$ cat config.mk
export PLATFORM = sky130hd
export DESIGN_NAME = uart_rx
export DESIGN_NICKNAME = d
export VERILOG_FILES = /design/src/rtl/uart_pkg.sv /design/src/rtl/uart_majority.sv /design/src/rtl/uart_rx.sv
export SDC_FILE = /design/constraint.sdc
export NUM_CORES = 1
export LEC_CHECK = 0
export ABC_CLOCK_PERIOD_IN_PS = 5600
export BUFFER_PORTS_ARGS = -buffer_cell sky130_fd_sc_hd__buf_4
export CELL_PAD_IN_SITES_DETAIL_PLACEMENT = 0
export CELL_PAD_IN_SITES_GLOBAL_PLACEMENT = 1
export CORE_ASPECT_RATIO = 0.7
export CORE_MARGIN = 4
export CORE_UTILIZATION = 40
export DETAILED_ROUTE_END_ITERATION = 8
export PLACE_DENSITY_LB_ADDON = 0.25
export SYNTH_ARGS = -nofsm -noshare
export SYNTH_HDL_FRONTEND = slang
export SYNTH_SLANG_ARGS = --single-unit
$ cat constraint.sdc
create_clock -name clk -period 5.6 [get_ports clk]
set_clock_uncertainty 0.2 [all_clocks]
set_input_delay 1.12 -clock clk [delete_from_list [all_inputs] [get_ports clk]]
set_output_delay 1.12 -clock clk [all_outputs]
set_load 0.005 [all_outputs]
$ cat src/rtl/uart_pkg.sv
// rtl/uart_pkg.sv - shared UART types and elaboration-time timing helpers
package uart_pkg;

    typedef enum logic [2:0] {
        RX_IDLE,
        RX_START,
        RX_DATA,
        RX_PARITY,
        RX_STOP
    } rx_state_t;

    // Width needed to hold 0..v-1; never narrower than one bit.
    function automatic int clog2(input int v);
        int r;
        r = 0;
        for (int x = v - 1; x > 0; x = x >> 1) begin
            r++;
        end
        return (r < 1) ? 1 : r;
    endfunction

    function automatic int bit_cyc(input int clk_freq, input int baud_rate);
        return clk_freq / baud_rate;
    endfunction

    function automatic int tap_lo(input int bc, input int m_taps);
        return bc / 2 - m_taps / 2;
    endfunction

    function automatic int tap_hi(input int bc, input int m_taps);
        return bc / 2 + m_taps / 2;
    endfunction

    function automatic int decide_at(input int bc, input int m_taps);
        return bc / 2 + m_taps / 2 + 1;
    endfunction

endpackage

$ cat src/rtl/uart_majority.sv
// rtl/uart_majority.sv - tap shift register and majority vote over the bit centre
module uart_majority #(
    parameter int M_TAPS  = 3,
    parameter int BIT_CYC = 10
) (
    input  logic clk,
    input  logic rst,
    input  logic en,
    input  logic din,
    output logic vote
);

    generate
        if (M_TAPS < 1 || M_TAPS > 15 || (M_TAPS % 2) == 0) begin : g_bad_taps
            $error("uart_majority: M_TAPS must be odd and in 1..15");
        end
        if (M_TAPS > BIT_CYC / 2) begin : g_bad_window
            $error("uart_majority: M_TAPS must not exceed BIT_CYC/2");
        end
    endgenerate

    logic [M_TAPS-1:0] taps;

    // The window is exactly M_TAPS cycles long, so every bit refills all taps.
    always_ff @(posedge clk) begin
        if (!rst) begin
            taps <= '0;
        end else if (en) begin
            taps <= M_TAPS'({taps, din});
        end
    end

    assign vote = ($countones(taps) > (M_TAPS / 2));

endmodule

$ cat src/rtl/uart_rx.sv
// rtl/uart_rx.sv - UART receiver: synchroniser, bit timer, voting, framing FSM
module uart_rx
    import uart_pkg::*;
#(
    parameter int CLK_FREQ  = 100_000_000,
    parameter int BAUD_RATE = 9_600,
    parameter int PARITY    = 0,
    parameter int DO_WIDTH  = 8,
    parameter int M_TAPS    = 3
) (
    input  logic                clk,
    input  logic                rst,
    input  logic                rx,
    output logic [DO_WIDTH-1:0] dout,
    output logic                dout_vld,
    output logic                rx_err,
    output logic                rx_busy
);

    localparam int BIT_CYC = bit_cyc(CLK_FREQ, BAUD_RATE);
    localparam int CW      = clog2(BIT_CYC);
    localparam int IW      = clog2(DO_WIDTH);

    localparam logic [CW-1:0] CNT_LAST = CW'(BIT_CYC - 1);
    localparam logic [CW-1:0] TAP_LO   = CW'(tap_lo(BIT_CYC, M_TAPS));
    localparam logic [CW-1:0] TAP_HI   = CW'(tap_hi(BIT_CYC, M_TAPS));
    localparam logic [CW-1:0] DECIDE   = CW'(decide_at(BIT_CYC, M_TAPS));
    localparam logic [IW-1:0] IDX_LAST = IW'(DO_WIDTH - 1);

    generate
        if (DO_WIDTH < 1 || DO_WIDTH > 16) begin : g_bad_width
            $error("uart_rx: DO_WIDTH must be in 1..16");
        end
        if (decide_at(BIT_CYC, M_TAPS) > BIT_CYC - 1) begin : g_bad_decide
            $error("uart_rx: decision point falls outside the bit period");
        end
    endgenerate

    rx_state_t           state;
    logic                rx_meta;
    logic                rxs;
    logic                rxs_d;
    logic [CW-1:0]       cnt;
    logic [IW-1:0]       bit_idx;
    logic [DO_WIDTH-1:0] shreg;
    logic                par_bit;
    logic                vote;
    logic                start_edge;
    logic                in_window;
    logic                decide;
    logic                bit_end;
    logic                frame_ok;

    assign start_edge = !rxs && rxs_d;
    assign in_window  = (state != RX_IDLE) && (cnt >= TAP_LO) && (cnt <= TAP_HI);
    assign decide     = (state != RX_IDLE) && (cnt == DECIDE);
    assign bit_end    = (cnt == CNT_LAST);
    // Evaluated in the STOP decision cycle, where vote is the stop bit.
    assign frame_ok   = vote && ((PARITY == 0) || !(^{shreg, par_bit}));

    uart_majority #(
        .M_TAPS (M_TAPS),
        .BIT_CYC(BIT_CYC)
    ) u_majority (
        .clk (clk),
        .rst (rst),
        .en  (in_window),
        .din (rxs),
        .vote(vote)
    );

    always_ff @(posedge clk) begin
        if (!rst) begin
            state    <= RX_IDLE;
            rx_meta  <= 1'b0;
            rxs      <= 1'b0;
            rxs_d    <= 1'b0;
            cnt      <= '0;
            bit_idx  <= '0;
            shreg    <= '0;
            par_bit  <= 1'b0;
            dout     <= '0;
            dout_vld <= 1'b0;
            rx_err   <= 1'b0;
            rx_busy  <= 1'b0;
        end else begin
            rx_meta  <= rx;
            rxs      <= rx_meta;
            rxs_d    <= rxs;
            dout_vld <= 1'b0;
            rx_err   <= 1'b0;

            if (state != RX_IDLE) begin
                cnt <= bit_end ? '0 : cnt + 1'b1;
            end

            case (state)
                RX_IDLE: begin
                    if (start_edge) begin
                        state   <= RX_START;
                        cnt     <= '0;
                        bit_idx <= '0;
                        rx_busy <= 1'b1;
                    end
                end
                RX_START: begin
                    if (decide && vote) begin
                        state   <= RX_IDLE;
                        rx_busy <= 1'b0;
                    end else if (bit_end) begin
                        state <= RX_DATA;
                    end
                end
                RX_DATA: begin
                    if (decide) begin
                        shreg <= DO_WIDTH'({vote, shreg} >> 1);
                    end
                    if (bit_end) begin
                        if (bit_idx == IDX_LAST) begin
                            bit_idx <= '0;
                            state   <= (PARITY != 0) ? RX_PARITY : RX_STOP;
                        end else begin
                            bit_idx <= bit_idx + 1'b1;
                        end
                    end
                end
                RX_PARITY: begin
                    if (decide) begin
                        par_bit <= vote;
                    end
                    if (bit_end) begin
                        state <= RX_STOP;
                    end
                end
                RX_STOP: begin
                    // Leave mid-stop so a following start edge is never missed.
                    if (decide) begin
                        state   <= RX_IDLE;
                        rx_busy <= 1'b0;
                        if (frame_ok) begin
                            dout     <= shreg;
                            dout_vld <= 1'b1;
                        end else begin
                            rx_err <= 1'b1;
                        end
                    end
                end
                default: begin
                    state   <= RX_IDLE;
                    rx_busy <= 1'b0;
                end
            endcase
        end
    end

endmodule

## After elaboration in Yosys (flattened, before gate mapping)

Cells that the tools add are included.

- Register bits: 45
- Input bits: 3

- $add $sub $neg: 4
- Magnitude comparators: 3
- Equal/unequal tests: 14
- Muxes and demuxes: 22
- Bitwise gates (word level): 1
- Reductions and logical operators: 16

Operators by type and width:

| cell | number |
|---|---|
| $mux 14 | 4 |
| $add 32x1->32 | 1 |
| $gt 32x2->1 const B | 1 |
| $mux 3 | 10 |
| $pmux 3 s5 | 1 |
| $add 14x1->14 const B | 1 |
| $eq 14x13->1 const B | 1 |
| $eq 14x14->1 const B | 1 |
| $ge 14x13->1 const B | 1 |
| $le 14x13->1 const B | 1 |
| $ne 2x2->1 const B | 6 |
| $reduce_and 3->1 | 3 |
| $eq 3x2->1 const B | 2 |
| $eq 3x3->1 const B | 2 |
| $pmux 3 s2 | 1 |
| $reduce_and 6->1 | 1 |
| $logic_and 1x1->1 | 5 |
| $mux 1 | 5 |
| $pmux 1 s4 | 1 |
| $reduce_and 4->1 | 1 |
| $add 3x1->3 const B | 1 |
| $eq 3x1->1 const B | 1 |
| $logic_not 3->1 | 1 |
| $ne 3x3->1 const B | 1 |
| other kinds (7) | 7 |

## Longest topological paths before layout

Gate-level depths: netlist of run 1.

- Word-level depth: 6
- Gate-level depth with buffers: 8

## Cells and area by module

Synthesis of run 1 repeated with hierarchy kept, for this count alone.

- Cells, all modules: 250
- Area, all modules: 2267.2 sq um

Modules (own cells, without submodules):

| module | times used | cells each | area each (sq um) | seq. area each (sq um) |
|---|---|---|---|---|
| uart_rx | 1 | 239 | 2138.3 | 840.8 |
| uart_majority | 1 | 11 | 128.9 | 60.1 |

## Worst setup path after synthesis of run 1

OpenSTA, ideal clock, no wires.

- Path kind: input to register
- Start: in rst
- End: reg cnt[11]
- Arrival time: 2014 ps
- Required time: 5317 ps
- Slack: 3304 ps
- Stages on the path: 4
- Path buffers: 2
- Cell sequence: clkbuf_1 clkbuf_1 nand2_1 o221ai_1

RTL lines:

| item | RTL line | RTL |
|---|---|---|
| start: declaration | uart_rx.sv:12 | `input logic rst,` |
| end signal: assignment | uart_rx.sv:94 | `cnt <= bit_end ? '0 : cnt + 1'b1;` |
| end: declaration | uart_rx.sv:43 | `logic [CW-1:0] cnt;` |

## Worst setup path after layout of run 1

- Start: reg cnt[1]
- End: reg bit_idx[1]

- Longest elaborated chain between the ends: 3

RTL lines:

| item | RTL line | RTL |
|---|---|---|
| $eq 14x14->1 | uart_rx.sv:57 | `assign bit_end = (cnt == CNT_LAST);` |
| $ne 2x2->1 (no line) | n/a |  |
| $reduce_and 3->1 (no line) | n/a |  |
| end signal: assignment | uart_rx.sv:123 | `bit_idx <= bit_idx + 1'b1;` |
| end: declaration | uart_rx.sv:44 | `logic [IW-1:0] bit_idx;` |

No other way between the ends.
A chain may end at the register's enable or synchronous reset.

==> run summary, run 1 <==
Per report_power, the sequential group accounts for 55.8% of the total. TritonCTS built the clock tree. Detailed routing placed a total of 1860 µm of wire on met2. For this design the static power due to leakage is 0.000869 µW.

The residual antenna-violating net count after detailed routing is 0. The number of buffers inserted by post-CTS setup repair came out at 0. Traced cell by cell, the critical path runs through ha_1 -> and4_1 -> a41oi_2 -> nor2_1 -> mux2i_1. The first-pass GRT wire length is around 8000 µm. The summed negative setup slack over all endpoints came out at 0 ps. The total track usage is between 10 and 15%.

The leftover overflow at the end of global routing came out at 0. The share of flip-flops with an asynchronous set or reset is 0%. The worst slack on hold paths came out at 236 ps. The clock passes through at most 2 buffers. STA classifies the critical path endpoint as a flop.

The final layout contains routed wiring with a total length of between 4000 and 5000 µm. The final hold violation count came out at 0. The critical path launch point type is a flop. The average vias per placed instance came out at between 5 and 6. In the synthesized netlist the dominant register cell turns out to be dfxtp_1. The cell area after layout came out at 2470 µm².

The count of buffering cells on the critical path with inverters included is 0. The synthesized design contains 45 register bits. The fraction of power spent switching nets is 27.2%. The data arrival time at the worst-slack endpoint came out at approximately 2500 ps. The clock network power share is 32.9%. The max-slew headroom at the worst pin came out at 26.5%. The time the worst path needs with I/O delays and setup is around 2500 ps. The tightest min-delay check is of the reg -> reg type. For this run, the number of Yosys warnings is 0. The post-cts resize count came out at 0. The floorplan has 22 rows. The HPWL after detailed placement is 3340 µm. Dividing the final minimum period by the clock period gives 44.7%. The number of max-slew violations in the final report came out at 0. The first detailed-routing pass ran for 4 iterations. For the pin with the worst max-slew slack, the measured transition is 1100 ps. Setup repair after global routing left no endpoint under its margin. The die width is 98.4 µm. Based on the critical path, the design can be clocked at up to 0.399 GHz. The synthesized netlist occupies a cell area of 2290 µm². The number of clock sinks seen by CTS came out at 45. Summing all placed instances gives a cell area of 2390 µm². The net count after synthesis is between 200 and 300.

The die area came out at 7010 µm². The power per cell area is 242 nW/µm². The area inside the core boundary is 5400 µm². The mean routed wirelength per cell came out at 14.8 µm.

At the later pin of the worst-skew pair, clock insertion delay measures 290 ps. The share of post-route cells with drive strength above 1 came out at 11.5%. Entering global routing, the biggest net connects 62 pins.

The setup check on the worst reg-to-reg path leaves a slack of 3100 ps. The part of the total power dissipated in combinational logic is 11.3%. Buffers inserted during clock tree synthesis total 5.

The number of max-capacitance violations reported came out at 0. The number of top-level pins came out at 14. The net switching power came out at roughly 160 µW.

At the end of routability-driven placement, the weighted congestion stood at approximately 0.8. The effective utilization at floorplan is 42.4%. The antenna diode count is 0. The completed layout was analyzed and its total power is 598 µW. The post-CTS clock slew at the launch and capture registers of the worst setup and hold paths came out at around 80 ps. The worst vdd rail ir drop is about 0.00012 V. Detailed routing inserted a total of a little under 2k vias. The count of input and output buffers came out at 13. The count of cell types in the netlist is 50. The cell at the root of the clock tree is clkbuf_8.

After detailed routing, the number of remaining DRC violations is 0. The number of global-route vias before repair came out at 1613. The library cells used most frequently in the layout, excluding fill and tap cells, are 45 x dfxtp_1, 24 x nand3_1, 20 x o21ai_0, 17 x nand2_1, 16 x a31oi_1. The required time reported for the critical path endpoint is 5620 ps. The cell type group with the largest total delay on the critical path is simple AND/OR/NAND/NOR gates. The count of endpoints failing setup in the final report came out at 0. Leaving out fill and tap cells, the most frequent cell in the layout is dfxtp_1. The post-route core utilization came out at 45.8%. For this block, the initial DRC count from the detailed router was 145.

Relative to the synthesized area, the layout overhead comes to 7.93%. The average instance area after synthesis is 8.77 µm². The initial antenna violation count came to 0. The internal portion of the total power is 435 µW. The highest metal layer with signal wires is met4. The depth of the CTS H-tree is 2. The cell type of the slowest stage on the worst timing path is a41oi_2. The sequential cell area fraction in the yosys report came out at 39.4%. The setup path with the least slack is of type reg -> reg. Synthesis produced 261 cells.

The post-cts hold buffer count is 0. The number of nets at the end of the flow is 271. The floorplan die height came out at 71.3 µm.

The flow ran to the end, and the final reports show no timing, DRC or antenna violations. The top fanout value on the critical path came out at 25. The maximum single-stage delay on the critical path came out at 570 ps. The routed length on met3 came out at 218 µm. After detailed routing, the wire length on met1 is ~2800 µm. The number of enable flip-flop cells after synthesis is 0.
## final timing paths
| path | endpoint | cells past startpoint | start |
|---|---|---|---|
| worst max-delay path | bit_idx[1] | 5 | cnt[1] |
| worst min-delay path | rxs | 1 | rx_meta |
| worst max register to register | bit_idx[1] | 5 | cnt[1] |
| worst min register to register | rxs | 1 | rx_meta |
## cell usage after synthesis (3+ instances only)
| library cell | instances | area share (%) |
|---|---|---|
| mux2i_1 | 5 | 2.2 |
| nand3_1 | 24 | 5.2 |
| a21boi_0 | 8 | 2.6 |
| dfxtp_1 | 45 | 39 |
| nor2_1 | 8 | 1.3 |
| clkbuf_1 | 10 | 1.6 |
| nand4_1 | 13 | 3.6 |
| buf_2 | 9 | 2.0 |
| ha_1 | 7 | 3.8 |
| a31oi_1 | 16 | 4.4 |
| nand2_1 | 17 | 2.8 |
| inv_1 | 5 | 0.82 |
| and2_1 | 4 | 1.1 |
| nor4_1 | 3 | 0.82 |
| o21ai_0 | 20 | 4.4 |
| a21boi_1 | 10 | 3.3 |
| a21oi_1 | 3 | 0.66 |
| nor3_1 | 4 | 0.87 |
| nand3b_1 | 9 | 3.0 |
| nor2b_1 | 3 | 0.82 |
## through the flow
step	std cells	worst slack [ps]
2_1_floorplan	261	3300
3_3_place_gp	326	3120
3_5_place_dp	326	3100
4_1_cts	334	3090
5_1_grt	334	2870
6_report	334	3100
## registers in the layout, indices dropped and copies added (netlist names)
| signal | cells |
|---|---|
| bit_idx | 3 |
| cnt | 14 |
| dout | 8 |
| dout_vld | 1 |
| rx_busy | 1 |
| rx_err | 1 |
| rx_meta | 1 |
| rxs | 1 |
| rxs_d | 1 |
| shreg | 8 |
| state | 3 |
| u_majority.taps | 3 |
## worst reg2reg max path, delay by kind of cell (launching register included)
kind,cells,cell delay [ps]
flops,1,420
mux,1,220
simple gates,2,740
fa+ha+maj,1,290
compound gates,1,570
## power groups by stage
stage / clock network (µW) / logic (µW) / registers [µW]
global route: 217 / 74.5 / 336
floorplan: 0 / 57.8 / 338
CTS: 205 / 67.6 / 334
detailed placement: 0 / 66.9 / 341
global placement: 0 / 68.1 / 341
finish: 197 / 67.6 / 334
## area by class of cell
class | instances | area, µm²
Clock buffer | 7 | 76.3
Clock inverter | 1 | 7.51
Fill cell | 553 | 2930
Inverter | 5 | 18.8
Multi-Input combinational cell | 190 | 1270
Sequential cell | 45 | 901
Tap cell | 72 | 90.1
Timing Repair Buffer | 14 | 105
## layer usage
metal | GRT usage [%] | vias to the layer above
li1 | - | 982
met1 | 23.0 | 912
met2 | 18.1 | 35
met3 | 3.99 | 2
met4 | 2.73 | 0
met5 | 0 | -
## logic make-up (layout without fill, tap and decap cells)
family / after synthesis / count (layout) / synth area share, %
buffers and inverters: 26 / 27 / 5.08
muxes: 5 / 5 / 2.19
and+or+nand+nor: 107 / 107 / 28.4
DFF: 45 / 45 / 39.4
adders and majority gates: 7 / 7 / 3.83
AOI/OAI and AO/OA: 70 / 70 / 20.8
xor gates and xnor gates: 1 / 1 / 0.383
No activity file was read; power rests on OpenSTA's default activity.
==> run 2: changes to the inputs <==
- ABC_CLOCK_PERIOD_IN_PS: 5600 -> 2500
- clock period: 5.6 -> 2.5 ns (I/O delays scaled with it)
==> run summary, run 2 (synthesis gave the netlist of run 1 again) <==
The run finished with clean final reports. The leftover overflow at the end of global routing is 0 (unchanged). The number of flip-flops in the largest register is 14 (unchanged).

The number of buffers inserted by post-CTS setup repair came out at 0 (unchanged). The part of the cycle the worst path needs came out at 84.2% (+39 points). Counting flops per register, the top entry is cnt. The initial antenna violation count is 0 (unchanged).

The worst vdd rail ir drop came out at 0.000249 V (+120%). STA classifies the critical path endpoint as a flop. The max-slew headroom at the worst pin was 65.1% (+39 points). The worst-case register-to-register setup slack is 400 ps (-2700 ps). The required time reported for the critical path endpoint came to 2470 ps (-3150 ps). The clock latency reported for the late side of the worst-skew pair is 290 ps (about the same). The number of buffers on the longest clock path came to 2 (unchanged). The final hold violation count came out at 0 (unchanged).

The placement row count is 22 (unchanged). The number of cells on the worst hold path came to 2 (+1). The floorplan die height is 71.3 µm (unchanged). The count of TritonRoute iterations in the first routing pass is 4 (unchanged). The data arrival time at the worst-slack endpoint came out at 2070 ps (-460 ps). The die area is 7010 µm² (unchanged). In this run the critical register-to-register path is launched from cnt[1]. The average vias per placed instance was 5.79 (about the same). In the layout the commonest cells are 45 x dfxtp_1, 24 x nand3_1, 23 x buf_4, 20 x o21ai_0, 17 x nand2_1.

The share of post-route cells with drive strength above 1 is 14.8% (+3.4 points). In this run the worst hold path is classified as in -> reg. STA classifies the critical path startpoint as a flop. The cell at the root of the clock tree is clkbuf_8. The overall routed net length is 5190 µm (+5.3%).

The post-detailed-route DRC marker count is 0 (unchanged). Setup repair after global routing left no endpoint under its margin. The number of CTS-inserted buffers came out at 5 (unchanged). The type of the setup path with the least slack is reg -> reg. The mean routed wirelength per cell came out at 15.2 µm (+2.8%).

The number of nets at the end of the flow is 280 (+3.3%). The number of max-slew violations in the final report is 0 (unchanged). TritonCTS built the clock tree. The post-cts hold buffer count is 0 (unchanged). The largest registers in the layout are cnt (14), dout (8), shreg (8). The number of top-level pins is 14 (unchanged). The die width is 98.4 µm (unchanged). The post-placement cell count is 335 (+2.8%).

The residual antenna-violating net count after detailed routing was 0 (unchanged). The number of max-capacitance violations reported came to 0 (unchanged). The count of input and output buffers came out at 13 (unchanged).

The post-cts resize count came to 0 (unchanged). The path with the worst hold slack has its endpoint at rx_meta. The HPWL after detailed placement is 3710 µm (+11%). The pin count of the biggest net entering global routing came to 28 (-55%). The worst slack on hold paths is 223 ps (-12.6 ps). The count of endpoints failing setup in the final report is 0 (unchanged). The depth of the CTS H-tree is 2 (unchanged). The antenna diode count came out at 0 (unchanged). The effective utilization at floorplan came to 42.4% (unchanged). The time the worst path needs with I/O delays and setup is 2100 ps (-399 ps). The reg-to-reg critical path endpoint is cnt[7]. The top fanout value on the critical path is 19 (-24%). The achievable frequency came out at 0.475 GHz (+19%). The final RePlAce weighted congestion is 0.800 (-1.5%). The post-CTS clock slew at the launch and capture registers of the worst setup and hold paths came out at 80 ps (about the same). The total track usage is 15.0% (+0.86 points). The first-pass GRT wire length is 8750 µm (+6.5%). The violation count after the first detailed-route iteration is 117 (-19%). In this run the most critical hold path is launched from rx. The final cell count without fillers was 342 (+2.4%). The power per cell area was 563 nW/µm² (+130%). The slew at the pin with the worst max-slew slack came to 523 ps (-580 ps).

The leading cell type in the layout, fill and taps excluded is dfxtp_1. The number of clock sinks seen by CTS was 45 (unchanged). The area growth from synthesis to layout came out at 11.8%. The summed negative setup slack over all endpoints is 0 ps (unchanged). The area inside the core boundary came out at 5400 µm² (unchanged). The via count was 1979 (+2.5%). The leakage power summed over all cells is 0.000930 µW (+7.0%). The number of global-route vias before repair came to 1754 (+8.7%).

The worst reg2reg path depth is 6 (+1).
## run 2: changes by cell type in the layout (fill, tap and decap cells not counted), sizes merged
cell	change
bufinv	+1
buf	+9
clkinv	+1
clkinvlp	-1
clkbuf	-2
## run 2: worst max-delay path by stage
stage | startpoint | endpoint | slack, ps | depth (start not counted)
global route | cnt[0] | cnt[5] | 220 | 6
finish | cnt[1] | cnt[7] | 400 | 6
detailed placement | cnt[0] | cnt[7] | 420 | 6
floorplan | cnt[1] | state[2] | 620 | 5
CTS | cnt[0] | cnt[7] | 400 | 6
global placement | cnt[0] | cnt[7] | 470 | 6
## run 2: worst max-delay path, stage by stage, from the launching register on
cell     delay [ps]
dfxtp_1         420
ha_1            290
and4_1          300
a41oi_2         230
buf_4           270
a41oi_1         210
a31oi_1          50
## run 2: area by class of cell
type / count / area [µm²]
Inverter: 5 / 18.8
Fill cell: 538 / 2840
Clock buffer: 5 / 68.8
Timing Repair Buffer: 23 / 173
Tap cell: 72 / 90.1
Sequential cell: 45 / 901
Clock inverter: 2 / 35.0
Multi-Input combinational cell: 190 / 1270
## run 2: where the power goes
| group | total [µW] | switching [µW] | internal [µW] |
|---|---|---|---|
| registers | 747 | 18.3 | 729 |
| logic | 165 | 109 | 55.8 |
| clock network | 527 | 236 | 291 |
| total | 1440 | 363 | 1080 |
## run 2: metrics by stage
stage	setup WS, ps	area, µm²	total power, µW	utilization [%]
after CTS	397	2560	1460	47.4
after detailed placement	419	2450	927	45.5
after global placement	466	2450	931	45.5
final	395	2560	1440	47.4
after global routing	223	2560	1500	47.4
after floorplan	620	2290	886	-
## run 2: layer usage
metal | vias up | wire [µm] | track usage, % | part of all wire (%)
li1 | 993 | - | - | -
met1 | 935 | 2930 | 25.0 | 56
met2 | 49 | 1940 | 19.2 | 37
met3 | 2 | 318 | 3.31 | 6.1
met4 | 0 | 7 | 2.88 | 0.13
met5 | - | 0 | 0 | 0
